[src/rtl/pipe_addsub_alu_pkg.sv]
// Shared definitions for the pipelined add/sub/logic ALU.
// Optional feature macro: ALU_CC_REG_EN (adds a set_cc bit to the beat control).
// The width-dependent part of a beat (partial result, operands) is sized
// by W. Because this package has no W parameter, that part is declared in
// the top module around beat_ctl_t.
package alu_pkg;

  typedef enum logic [1:0] {
    FN_ADD = 2'd0,  // b + a
    FN_SUB = 2'd1,  // b - a, computed as b + ~a + 1
    FN_AND = 2'd2,
    FN_XOR = 2'd3
  } alu_fn_e;

  // Width-independent part of a beat travelling down the pipe.
  typedef struct packed {
    alu_fn_e fn;
    logic    carry;   // carry into the next slice
`ifdef ALU_CC_REG_EN
    logic    set_cc;  // beat updates the CC register when it leaves
`endif
  } beat_ctl_t;

  function automatic logic is_arith(alu_fn_e fn);
    return (fn == FN_ADD) || (fn == FN_SUB);
  endfunction

endpackage

[src/rtl/pipe_addsub_alu_if.sv]
// Operand/result handshake bundle for pipe_addsub_alu.
// Optional feature macro: ALU_CC_REG_EN (adds set_cc and the cc_* outputs).
interface pipe_addsub_alu_if #(parameter int W = 64);
  import alu_pkg::*;

  logic          in_valid;
  logic          in_ready;
  alu_fn_e       fn;
  logic [W-1:0]  a;
  logic [W-1:0]  b;
  logic          out_valid;
  logic          out_ready;
  logic [W-1:0]  result;
  logic          cf;
  logic          zf;
  logic          sf;
  logic          of;
`ifdef ALU_CC_REG_EN
  logic          set_cc;
  logic          cc_zf;
  logic          cc_sf;
  logic          cc_of;
`endif

  // ALU side
  modport slave (
    input  in_valid, fn, a, b, out_ready,
`ifdef ALU_CC_REG_EN
    input  set_cc,
    output cc_zf, cc_sf, cc_of,
`endif
    output in_ready, out_valid, result, cf, zf, sf, of
  );

  // Producer/consumer side
  modport master (
    output in_valid, fn, a, b, out_ready,
`ifdef ALU_CC_REG_EN
    output set_cc,
    input  cc_zf, cc_sf, cc_of,
`endif
    input  in_ready, out_valid, result, cf, zf, sf, of
  );

endinterface

[src/rtl/pipe_addsub_alu_slice.sv]
// One SW-bit carry-chain slice: add/sub/and/xor with carry in and out.
// For SUB, the caller supplies carry-in 1 to the first slice, which
// completes the two's complement of a.
module addsub_slice
  import alu_pkg::*;
#(
  parameter int SW = 16
) (
  input  alu_fn_e       fn_i,
  input  logic [SW-1:0] a_i,
  input  logic [SW-1:0] b_i,
  input  logic          ci_i,
  output logic [SW-1:0] s_o,
  output logic          co_o
);

  logic [SW:0] sum;

  // Slice sum plus the logic ops; logic ops never produce a carry.
  always_comb begin
    sum  = {1'b0, b_i} + {1'b0, (fn_i == FN_SUB) ? ~a_i : a_i} + {{SW{1'b0}}, ci_i};
    s_o  = sum[SW-1:0];
    co_o = 1'b0;
    case (fn_i)
      FN_ADD, FN_SUB: begin
        s_o  = sum[SW-1:0];
        co_o = sum[SW];
      end
      FN_AND: s_o = a_i & b_i;
      FN_XOR: s_o = a_i ^ b_i;
      default: ;
    endcase
  end

endmodule

[src/rtl/pipe_addsub_alu.sv]
// Pipelined W-bit add/sub/and/xor with STAGES carry-chain slices.
// Each beat moves one slice per clock. Flags are registered alongside the
// final slice. A single global advance stalls the whole pipe on output
// back-pressure.
// Optional feature macro: ALU_CC_REG_EN (zf/sf/of condition-code register
// loaded on output handshake of beats tagged set_cc).
module pipe_addsub_alu
  import alu_pkg::*;
#(
  parameter int W      = 64,
  parameter int STAGES = 4
) (
  input  logic              clk,
  input  logic              rst_n,
  pipe_addsub_alu_if.slave  bus
);

  localparam int SW = W / STAGES;

  if (STAGES < 1 || STAGES > W || (W % STAGES) != 0) begin : g_bad_cfg
    $error("pipe_addsub_alu: STAGES must be in 1..W and divide W");
  end

  typedef struct packed {
    beat_ctl_t    ctl;
    logic [W-1:0] res;  // completed low slices
    logic [W-1:0] a;    // operands kept whole: high slices pending, top bits for of
    logic [W-1:0] b;
  } beat_t;

  logic              adv;
  logic              in_fire;
  logic [STAGES-1:0] vld_q;
  logic [STAGES:0]   vld_pipe;
  beat_t             in_beat;
  beat_t             tail_d;
  beat_t             tail_q;

  assign adv          = !vld_q[STAGES-1] || bus.out_ready;
  assign bus.in_ready = adv;
  assign in_fire      = bus.in_valid && adv;
  assign vld_pipe     = {vld_q, in_fire};

  // Valid shift register; bubbles move with the pipe, they are not squeezed out.
  always_ff @(posedge clk or negedge rst_n) begin
    if (!rst_n)   vld_q <= '0;
    else if (adv) vld_q <= vld_pipe[STAGES-1:0];
  end

  // Package the incoming operands as a fresh beat; SUB seeds the chain with 1.
  always_comb begin
    in_beat           = '0;
    in_beat.ctl.fn    = bus.fn;
    in_beat.ctl.carry = (bus.fn == FN_SUB);
`ifdef ALU_CC_REG_EN
    in_beat.ctl.set_cc = bus.set_cc;
`endif
    in_beat.a         = bus.a;
    in_beat.b         = bus.b;
  end

  for (genvar k = 0; k < STAGES; k++) begin : g_st
    beat_t         src;
    beat_t         stg_d;
    beat_t         stg_q;
    logic [SW-1:0] s;
    logic          co;

    if (k == 0) begin : g_src_in
      assign src = in_beat;
    end else begin : g_src_prev
      assign src = g_st[k-1].stg_q;
    end

    addsub_slice #(.SW(SW)) u_slice (
      .fn_i (src.ctl.fn),
      .a_i  (src.a[k*SW +: SW]),
      .b_i  (src.b[k*SW +: SW]),
      .ci_i (src.ctl.carry),
      .s_o  (s),
      .co_o (co)
    );

    // Drop this slice's sum into the beat and forward its carry.
    always_comb begin
      stg_d                  = src;
      stg_d.res[k*SW +: SW]  = s;
      stg_d.ctl.carry        = co;
    end

    // Stage register; bubbles do not overwrite, so a stage keeps its last beat.
    always_ff @(posedge clk or negedge rst_n) begin
      if (!rst_n)                  stg_q <= '0;
      else if (adv && vld_pipe[k]) stg_q <= stg_d;
    end
  end

  assign tail_d = g_st[STAGES-1].stg_d;
  assign tail_q = g_st[STAGES-1].stg_q;

  logic cf_d, zf_d, sf_d, of_d;
  logic cf_q, zf_q, sf_q, of_q;

  // Flags from the completed result of the beat entering the output register.
  always_comb begin
    cf_d = is_arith(tail_d.ctl.fn) && tail_d.ctl.carry;
    zf_d = (tail_d.res == '0);
    sf_d = tail_d.res[W-1];
    of_d = 1'b0;
    case (tail_d.ctl.fn)
      FN_ADD: of_d = (tail_d.a[W-1] == tail_d.b[W-1]) && (tail_d.res[W-1] != tail_d.b[W-1]);
      FN_SUB: of_d = (tail_d.a[W-1] != tail_d.b[W-1]) && (tail_d.res[W-1] != tail_d.b[W-1]);
      default: ;
    endcase
  end

  // Flags register, loaded in step with the final stage.
  always_ff @(posedge clk or negedge rst_n) begin
    if (!rst_n) begin
      {cf_q, zf_q, sf_q, of_q} <= '0;
    end else if (adv && vld_pipe[STAGES-1]) begin
      {cf_q, zf_q, sf_q, of_q} <= {cf_d, zf_d, sf_d, of_d};
    end
  end

  assign bus.out_valid = vld_q[STAGES-1];
  assign bus.result    = tail_q.res;
  assign bus.cf        = cf_q;
  assign bus.zf        = zf_q;
  assign bus.sf        = sf_q;
  assign bus.of        = of_q;

`ifdef ALU_CC_REG_EN
  logic cc_zf_q, cc_sf_q, cc_of_q;

  // CC register follows only tagged beats as they leave the pipe.
  always_ff @(posedge clk or negedge rst_n) begin
    if (!rst_n) begin
      {cc_zf_q, cc_sf_q, cc_of_q} <= '0;
    end else if (bus.out_valid && bus.out_ready && tail_q.ctl.set_cc) begin
      {cc_zf_q, cc_sf_q, cc_of_q} <= {zf_q, sf_q, of_q};
    end
  end

  assign bus.cc_zf = cc_zf_q;
  assign bus.cc_sf = cc_sf_q;
  assign bus.cc_of = cc_of_q;
`endif

  // Operands and control are dead once the last slice is done.
  logic unused_tail;
  assign unused_tail = ^{tail_q.ctl, tail_q.a, tail_q.b};

endmodule

[src/flat_wrapper.sv]
// flat-port wrapper written by rule: the top's interface ports become plain ports
module pipe_addsub_alu_flat import alu_pkg::*;
#(
  parameter int W      = 64,
  parameter int STAGES = 4
)
  (clk, rst_n, bus_in_valid, bus_fn, bus_a, bus_b, bus_out_ready, bus_in_ready, bus_out_valid, bus_result, bus_cf, bus_zf, bus_sf, bus_of);
  pipe_addsub_alu_if #(.W(W)) bus_i ();
  input  logic clk;
  input  logic rst_n;
  input wire logic [$bits(bus_i.in_valid)-1:0] bus_in_valid;
  input wire logic [$bits(bus_i.fn)-1:0] bus_fn;
  input wire logic [$bits(bus_i.a)-1:0] bus_a;
  input wire logic [$bits(bus_i.b)-1:0] bus_b;
  input wire logic [$bits(bus_i.out_ready)-1:0] bus_out_ready;
  output wire logic [$bits(bus_i.in_ready)-1:0] bus_in_ready;
  output wire logic [$bits(bus_i.out_valid)-1:0] bus_out_valid;
  output wire logic [$bits(bus_i.result)-1:0] bus_result;
  output wire logic [$bits(bus_i.cf)-1:0] bus_cf;
  output wire logic [$bits(bus_i.zf)-1:0] bus_zf;
  output wire logic [$bits(bus_i.sf)-1:0] bus_sf;
  output wire logic [$bits(bus_i.of)-1:0] bus_of;
  assign bus_i.in_valid = bus_in_valid;
  assign bus_i.fn = bus_fn;
  assign bus_i.a = bus_a;
  assign bus_i.b = bus_b;
  assign bus_i.out_ready = bus_out_ready;
  assign bus_in_ready = bus_i.in_ready;
  assign bus_out_valid = bus_i.out_valid;
  assign bus_result = bus_i.result;
  assign bus_cf = bus_i.cf;
  assign bus_zf = bus_i.zf;
  assign bus_sf = bus_i.sf;
  assign bus_of = bus_i.of;
  pipe_addsub_alu #(.W(W), .STAGES(STAGES)) u_core (.clk(clk), .rst_n(rst_n), .bus(bus_i));
endmodule
[config.mk]
export PLATFORM = sky130hd
export DESIGN_NAME = pipe_addsub_alu_flat
export DESIGN_NICKNAME = d
export VERILOG_FILES = /design/src/rtl/pipe_addsub_alu_pkg.sv /design/src/rtl/pipe_addsub_alu_if.sv /design/src/rtl/pipe_addsub_alu_slice.sv /design/src/rtl/pipe_addsub_alu.sv /design/src/flat_wrapper.sv
export SDC_FILE = /design/constraint.sdc
export NUM_CORES = 1
export LEC_CHECK = 0
export CAP_MARGIN = 20
export CELL_PAD_IN_SITES_DETAIL_PLACEMENT = 1
export CELL_PAD_IN_SITES_GLOBAL_PLACEMENT = 1
export CORE_ASPECT_RATIO = 1.5
export CORE_MARGIN = 2
export CORE_UTILIZATION = 41
export DETAILED_ROUTE_END_ITERATION = 8
export PLACE_DENSITY = 0.77
export SKIP_LAST_GASP = 1
export SLEW_MARGIN = 30
export SYNTH_ARGS = -nofsm -noshare
export SYNTH_HDL_FRONTEND = slang
export SYNTH_SLANG_ARGS = --single-unit
[constraint.sdc]
create_clock -name clk -period 4 [get_ports clk]
set_input_delay 1.2 -clock clk [delete_from_list [all_inputs] [get_ports clk]]
set_output_delay 1.2 -clock clk [all_outputs]
set_load 0.005 [all_outputs]
==> run summary, run 1 <==
outcome: finished clean
nets: 2292
HP Class: register to register
num ports: 204
Clock Sinks: 368
CTS resizes: 0
endpoint kind of the worst setup timing path: register
via-per-instance ratio: 5.36
Crit-path slowest cell: a2111oi_0
Hold Fails Final Rpt: 0
Detailed Route WL: 52500 um
Post-CTS Hold Fix Bufs: 0
buffers added on ports: 203
Placeable Area: 0.0466 mm2
Sw Share: 39.0%
die height: 269 um
worst-skew pair later-pin latency: 0.55 ns
iteration-0 DRC count of the detailed router: 405
Buf/Inv on CP: 1
fraction of registers with async set/reset: 100%
CTS buffer count: 38
largest net degree at the start of global routing: 86
First-pass DRT Iterations: 4
synth warn: 0
Final Critical Period: 3.62 ns
leakage power: 10.9 nW
first-pass GRT wire length: 84700 um
crit-path cells: nand2b_1 > xnor2_1 > fa_1 > inv_1 > fa_1 > nor2b_1 > o31a_1 > o211ai_1 > nand2_1 > o41ai_2 > o21ai_1 > a2111oi_0 > nor2_1
CP required: 4.40 ns
Max Cap Viol: 0
final setup fails: 0
H-tree Lvls: 2
RSZ-0062 raised after global routing: false
worst setup margin: 0.378 ns
EDFF count, synth: 0
gr usage total: 21.7%
combinational share of power: 50.3%
syn_nets: 2081
switching pwr: 8.13 mW
# rows: 97
P&R area growth vs syn: 22.2%
CTS tree: yes
Flop pwr share: 31.8%
pwr/cell area: 886 mW/mm2
CP most frequent cell: fa_1
DRC violations left: 0
sequential share of the synthesized area: 47.8%
Root Driver: clkbuf_16
Slew Limit Fails: 0
max incr delay on CP: 0.60 ns
top_reg_cell synth: dfrtp_1
Fmax: 276 MHz
gpl congestion: 0.881
clock power share: 17.9%
Worst slew margin: 37.8%
Synth Area per Inst: 10.6 um2
die span in x: 181 um
via count: 14200
Seq cells post-synth: 368
Pwr Total: 20.8 mW
total die area: 0.0487 mm2
number of antenna violations at the first check in global routing: 0
initial core utilization: 41.3%
Worst-Margin Slew: 0.933 ns
Antenna diodes: 0
Netlist Area Pre-Place: 0.0193 mm2
fin crit share: 90.5%
vias in the first global route: 15900
pre-CTS setup slack: -0.130 ns
Post-DRT Antenna Nets: 0
Pint: 12.7 mW
CP delay by family, top: compound AO/OA/AOI/OAI gates
clock transition at the registers of the reported paths: 0.06 ns
maximum buffer depth of the clock tree: 3
# Post-CTS Setup Buffers: 0
Worst EP arrival: 4.03 ns
grt ovf: 0
layout cells sized above 1: 17.3%
skew final: 0.0181 ns
detailed placer's ending HPWL: 38100 um
Critical Path Source Type: register
Post-Synthesis Cells: 1816
critical path type: register to register
Filler cells: 5029
Synth cell types: 65
worst vdd ir: 0.366 mV
Worst Path Max Fanout: 4
wire per inst: 19.9 um
-- metrics by stage --
step / setup TNS (ns) / area (um2) / util (%) / hold slack, ns / cells
after CTS: 0 / 23500 / 50.5 / 0.479 / 2644
final: 0 / 23500 / 50.5 / 0.472 / 2644
after global routing: 0 / 23500 / 50.5 / 0.499 / 2644
after floorplan: 0 / 19300 / - / 0.442 / 1816
after detailed placement: -0.519 / 22300 / 47.8 / 0.463 / 2581
after global placement: -0.0862 / 22300 / 47.8 / 0.457 / 2581
-- worst register-to-register path, cell delays in order (launching register included) --
cell       delay [ns]
dfrtp_1          0.37
nand2b_1         0.18
xnor2_1          0.15
fa_1             0.42
inv_1            0.10
fa_1             0.21
nor2b_1          0.08
o31a_1           0.33
o211ai_1         0.22
nand2_1          0.14
o41ai_2          0.39
o21ai_1          0.19
a2111oi_0        0.60
nor2_1           0.10
-- cell usage after synthesis (all sizes together), types with 3 or more instances --
| library cell | number | area (um2) |
|---|---|---|
| a31o | 3 | 26.3 |
| a31oi | 12 | 87.6 |
| nor2 | 63 | 236 |
| nand3 | 7 | 35.0 |
| o211a | 3 | 30.0 |
| o211ai | 11 | 82.6 |
| nand4 | 4 | 25.0 |
| buf | 13 | 67.6 |
| a41oi | 3 | 26.3 |
| nor3b | 4 | 30.0 |
| a221o | 3 | 30.0 |
| a21o | 13 | 97.6 |
| nand2b | 19 | 119 |
| ha | 124 | 1550 |
| nor4b | 3 | 26.3 |
| a2111oi | 5 | 43.8 |
| a211oi | 12 | 95.1 |
| mux2i | 47 | 470 |
| o31a | 5 | 43.8 |
| o41ai | 3 | 33.8 |
| nand2 | 414 | 1550 |
| fa | 7 | 140 |
| xor2 | 18 | 158 |
| o21a | 11 | 82.6 |
| nor2b | 5 | 31.3 |
| inv | 20 | 75.1 |
| or3 | 5 | 31.3 |
| a211o | 4 | 35.0 |
| and2 | 5 | 31.3 |
| and3 | 6 | 37.5 |
| xnor2 | 87 | 762 |
| o21ai | 110 | 554 |
| nor3 | 19 | 95.1 |
| nor4 | 15 | 93.8 |
| mux2 | 220 | 2480 |
| clkbuf | 78 | 293 |
| a21oi | 42 | 214 |
| o31ai | 5 | 42.5 |
| dfrtp | 368 | 9210 |
-- power groups by stage --
stage               Combinational [mW]  Clock, mW  Sequential (mW)
floorplan                         7.38          0             6.16
global placement                  9.96          0             6.60
detailed placement                10.4          0             6.69
CTS                               10.6       3.84             6.65
global route                      11.6       3.95             6.83
finish                            10.5       3.73             6.63
-- layer usage --
| layer | GRT usage (%) | vias up | part of all wire [%] |
|---|---|---|---|
| li1 | - | 6695 | - |
| met1 | 23.4 | 7170 | 38 |
| met2 | 43.4 | 213 | 57 |
| met3 | 2.55 | 86 | 2.7 |
| met4 | 6.72 | 0 | 2.7 |
| met5 | 0 | - | 0 |
-- sequential cells by signal (all words and copies together) (netlist names) --
| name | cells |
|---|---|
| u_core.g_st.stg_q | 297 |
| u_core.bus.result | 63 |
| u_core.vld_q | 4 |
| u_core.bus.cf | 1 |
| u_core.bus.of | 1 |
| u_core.bus.sf | 1 |
| u_core.bus.zf | 1 |
-- final cells by class --
class,count,area (um2),share of cell area (%)
clock buffers,48,1030,4.38
clock inverters,15,246,1.05
multi-input cells,1337,9640,41.0
well taps,594,743,3.16
flip-flops and latches,368,9210,39.1
repair buffers,262,2590,11.0
inverters,20,75.1,0.319
-- final timing paths --
| path | startpoint | end | slack (ns) | cells after the start |
|---|---|---|---|---|
| max | u_core.g_st[0].stg_q[194] | u_core.g_st[1].stg_q[192] | 0.38 | 13 |
| min | u_core.g_st[0].stg_q[60] | u_core.g_st[0].stg_q[60] | 0.47 | 2 |
| max reg2reg | u_core.g_st[0].stg_q[194] | u_core.g_st[1].stg_q[192] | 0.38 | 13 |
| min reg2reg | u_core.g_st[0].stg_q[60] | u_core.g_st[0].stg_q[60] | 0.47 | 2 |
| max in group asynchronous | rst_n | u_core.g_st[1].stg_q[96] | 2.51 | 2 |
| min in group asynchronous | rst_n | u_core.g_st[0].stg_q[80] | 0.57 | 1 |
-- cell families (layout without fill, tap and decap cells) --
family	count (synthesis)	after routing	synth area share, %
xor+xnor	105	105	4.78
compound gates	260	260	8.64
mux	267	267	15.3
fa+ha+maj	131	131	8.79
simple gates	574	574	12.4
flops	368	368	47.8
buf+inv	111	345	2.26
-- cell usage in the layout (no fill, tap or decap), drive strengths merged, types with 47 or more instances in the layout --
master         Yosys  final
clkbuf            78     48
o21ai            110    110
ha               124    124
mux2             220    220
dfrtp            368    368
nand2            414    414
mux2i             47     47
buf               13     60
clkdlybuf4s50      0    202
xnor2             87     87
nor2              63     63
Note: power is estimated with default switching activity, not from simulation.
==> run 2: changes to the inputs <==
CORE_UTILIZATION = 45   (was 41)
PLACE_DENSITY = 0.8   (was 0.77)
clock period = 3.45 ns   (was 4 ns; I/O delays follow)
==> run 2 against run 1 <==
Compared with the run above:
- worst setup slack worse by 0.25 ns
- die area is 8.7% lower
- routed wire length is 4.1% higher
- total power is 19% higher
- critical path depth is 1 lower
- core utilization is 6.6 points higher
- global-route usage is 2.9 points higher
- register-to-register slack worse by 0.25 ns
- sequential share of layout area is 0.81 points lower
- first-iteration DRC count is 40% higher
- final cell count is 0.42% higher
- final area is 2.1% higher
==> run summary, run 2 (synthesis results as in run 1) <==
met3 routed WL: 1550 um (+9.3%)
outcome: finished clean
HP Class: primary input to async pin
num ports: 204 (unchanged)
gpl congestion: 0.904 (+2.6%)
Detailed Route WL: 54700 um (+4.1%)
vias in the first global route: 16300 (+2.5%)
clock transition at the registers of the reported paths: 0.06 ns (about the same)
gr usage total: 24.7% (+2.9 points)
RSZ-0062 raised after global routing: true
CTS buffer count: 39 (+2.6%)
length of routed met2 wiring: 30800 um (+3.8%)
pwr/cell area: 1040 mW/mm2 (+17%)
post-route cell area: 0.0240 mm2 (+2.1%)
Worst-Margin Slew: 0.702 ns (-0.231 ns)
largest net degree at the start of global routing: 121 (+41%)
final setup fails: 0 (unchanged)
DRC violations left: 0 (unchanged)
Clock Sinks: 368 (unchanged)
DR top layer: met4
nets: 2328 (+1.6%)
CP delay by family, top: compound AO/OA/AOI/OAI gates
grt ovf: 0 (unchanged)
Post-DRT Antenna Nets: 0 (unchanged)
via-per-instance ratio: 5.44 (+1.5%)
detailed placer's ending HPWL: 40300 um (+5.9%)
first-pass GRT wire length: 87700 um (+3.5%)
Fmax: 301 MHz (+9.1%)
layout cells sized above 1: 20.2% (+2.9 points)
fin crit share: 96.2% (+5.7 points)
Critical Path Source Type: register
H-tree Lvls: 2 (unchanged)
crit-path cells: nand2b_1 > buf_4 > xnor2_1 > ha_1 > o21ai_1 > o21a_2 > o31ai_4 > o41a_2 > a41oi_2 > or4b_1 > a31oi_2 > a21o_1
worst-skew pair later-pin latency: 0.55 ns (about the same)
iteration-0 DRC count of the detailed router: 565 (+40%)
most common cell after layout, fill and taps aside: nand2_1
via count: 14400 (+1.9%)
leakage power: 11.1 nW (+2.2%)
number of antenna violations at the first check in global routing: 1 (+1)
Placed Area: 0.0226 mm2 (+1.4%)
Hold Fails Final Rpt: 0 (unchanged)
endpoint kind of the worst setup timing path: register
Crit-path slowest cell: or4b_1
maximum buffer depth of the clock tree: 3 (unchanged)
skew final: 0.0196 ns (+0.00159 ns)
Root Driver: clkbuf_16
max incr delay on CP: 0.52 ns (-0.08 ns)
First-pass DRT Iterations: 4 (unchanged)
die span in x: 173 um (-4.4%)
Largest Register: u_core.g_st.stg_q
buffers added on ports: 203 (unchanged)
most frequent cells in the layout: 408 x nand2_1, 368 x dfrtp_1, 220 x mux2_2
# rows: 92 (-5.2%)
P&R area growth vs syn: 24.8%
Filler cells: 4487 (-11%)
die height: 257 um (-4.5%)
CTS tree: yes
Worst Path Max Fanout: 15 (+11)
Max Cap Viol: 0 (unchanged)
Final Critical Period: 3.32 ns (-0.303 ns)
worst vdd ir: 0.456 mV (+25%)
CP required: 3.93 ns (-0.47 ns)
Worst EP arrival: 3.80 ns (-0.23 ns)
Placeable Area: 0.0421 mm2 (-9.6%)
Buf/Inv on CP: 1 (unchanged)
Pwr Total: 24.9 mW (+19%)
Slew Limit Fails: 0 (unchanged)
wire per inst: 20.6 um (+3.7%)
max reg flops: 297 (unchanged)
initial core utilization: 45.7% (+4.4 points)
met1 WL: 20100 um (+0.19%)
critical path type: register to register
total die area: 0.0445 mm2 (-8.7%)
Worst slew margin: 53.2% (+15 points)
==> run 2: cell types whose count changed in the layout (fill, tap and decap cells not counted), sizes merged, moves of 2 or more <==
cell           change
buf               +35
clkbuf             +4
bufinv             -3
clkinvlp           +3
clkdlybuf4s50      -2
dlymetal6s2s       +2
==> run 2: per-stage QoR <==
step                      util [%]  instances  hold slack, ns  setup WS, ns  TNS [ns]
after global placement        53.6       2583           0.457        -0.465     -2.93
after detailed placement      53.6       2583           0.461        -0.618     -4.18
after CTS                     56.6       2651           0.356        0.0163         0
after global routing          57.0       2654           0.369       -0.0725    -0.118
final                         57.0       2655           0.368         0.131         0
after floorplan                  -       1816           0.442       -0.0172   -0.0333
==> run 2: worst reg2reg max path, delay by kind of cell (launching register included) <==
family	cells	cell delay (ns)
fa+ha+maj	1	0.36
simple gates	2	0.73
buf+inv	1	0.25
compound gates	7	1.37
flops	1	0.40
xor+xnor	1	0.17
==> run 2: report_power, final <==
group,internal [mW],total (mW),switching (mW)
logic,6.33,12.9,6.56
registers,6.18,7.74,1.57
clock network,2.46,4.25,1.79
==> run 2: routing by layer <==
layer / vias up / global-route usage [%]
met4: 0 / 9.72
met2: 245 / 48.8
met1: 7296 / 26.1
met3: 117 / 3.06
li1: 6773 / -
met5: - / 0
==> run 2: repair_timing <==
item | in CTS | in global routing
pin swaps | 0 | 11
gates resized for setup | 4 | 30
setup endpoints to repair | 4 | 11
hold buffers | 0 | 0
setup buffers | 0 | 2
==> run 2: final timing paths <==
kind                                      startpoint                   endpoint  slack (ns)  cells past startpoint
max                        u_core.g_st[0].stg_q[194]  u_core.g_st[1].stg_q[159]        0.13                     12
min reg2reg                u_core.g_st[0].stg_q[127]  u_core.g_st[0].stg_q[127]        0.48                      2
max reg2reg                u_core.g_st[0].stg_q[194]  u_core.g_st[1].stg_q[159]        0.13                     12
max in group asynchronous                      rst_n      u_core.bus.result[37]        2.10                      2
min in group clk           u_core.g_st[0].stg_q[127]  u_core.g_st[0].stg_q[127]        0.48                      2
min                                            rst_n              u_core.bus.sf        0.37                      1
==> run 2: area by class of cell <==
cell class | instances | area [um2] | area share, %
multi-input combinational | 1337 | 9820 | 40.9
sequential | 368 | 9210 | 38.3
timing repair buffer | 297 | 2940 | 12.2
clock buffer | 52 | 1090 | 4.52
tap | 564 | 706 | 2.94
clock inverter | 16 | 193 | 0.802
inverter | 20 | 75.1 | 0.312
antenna | 1 | 2.50 | 0.0104
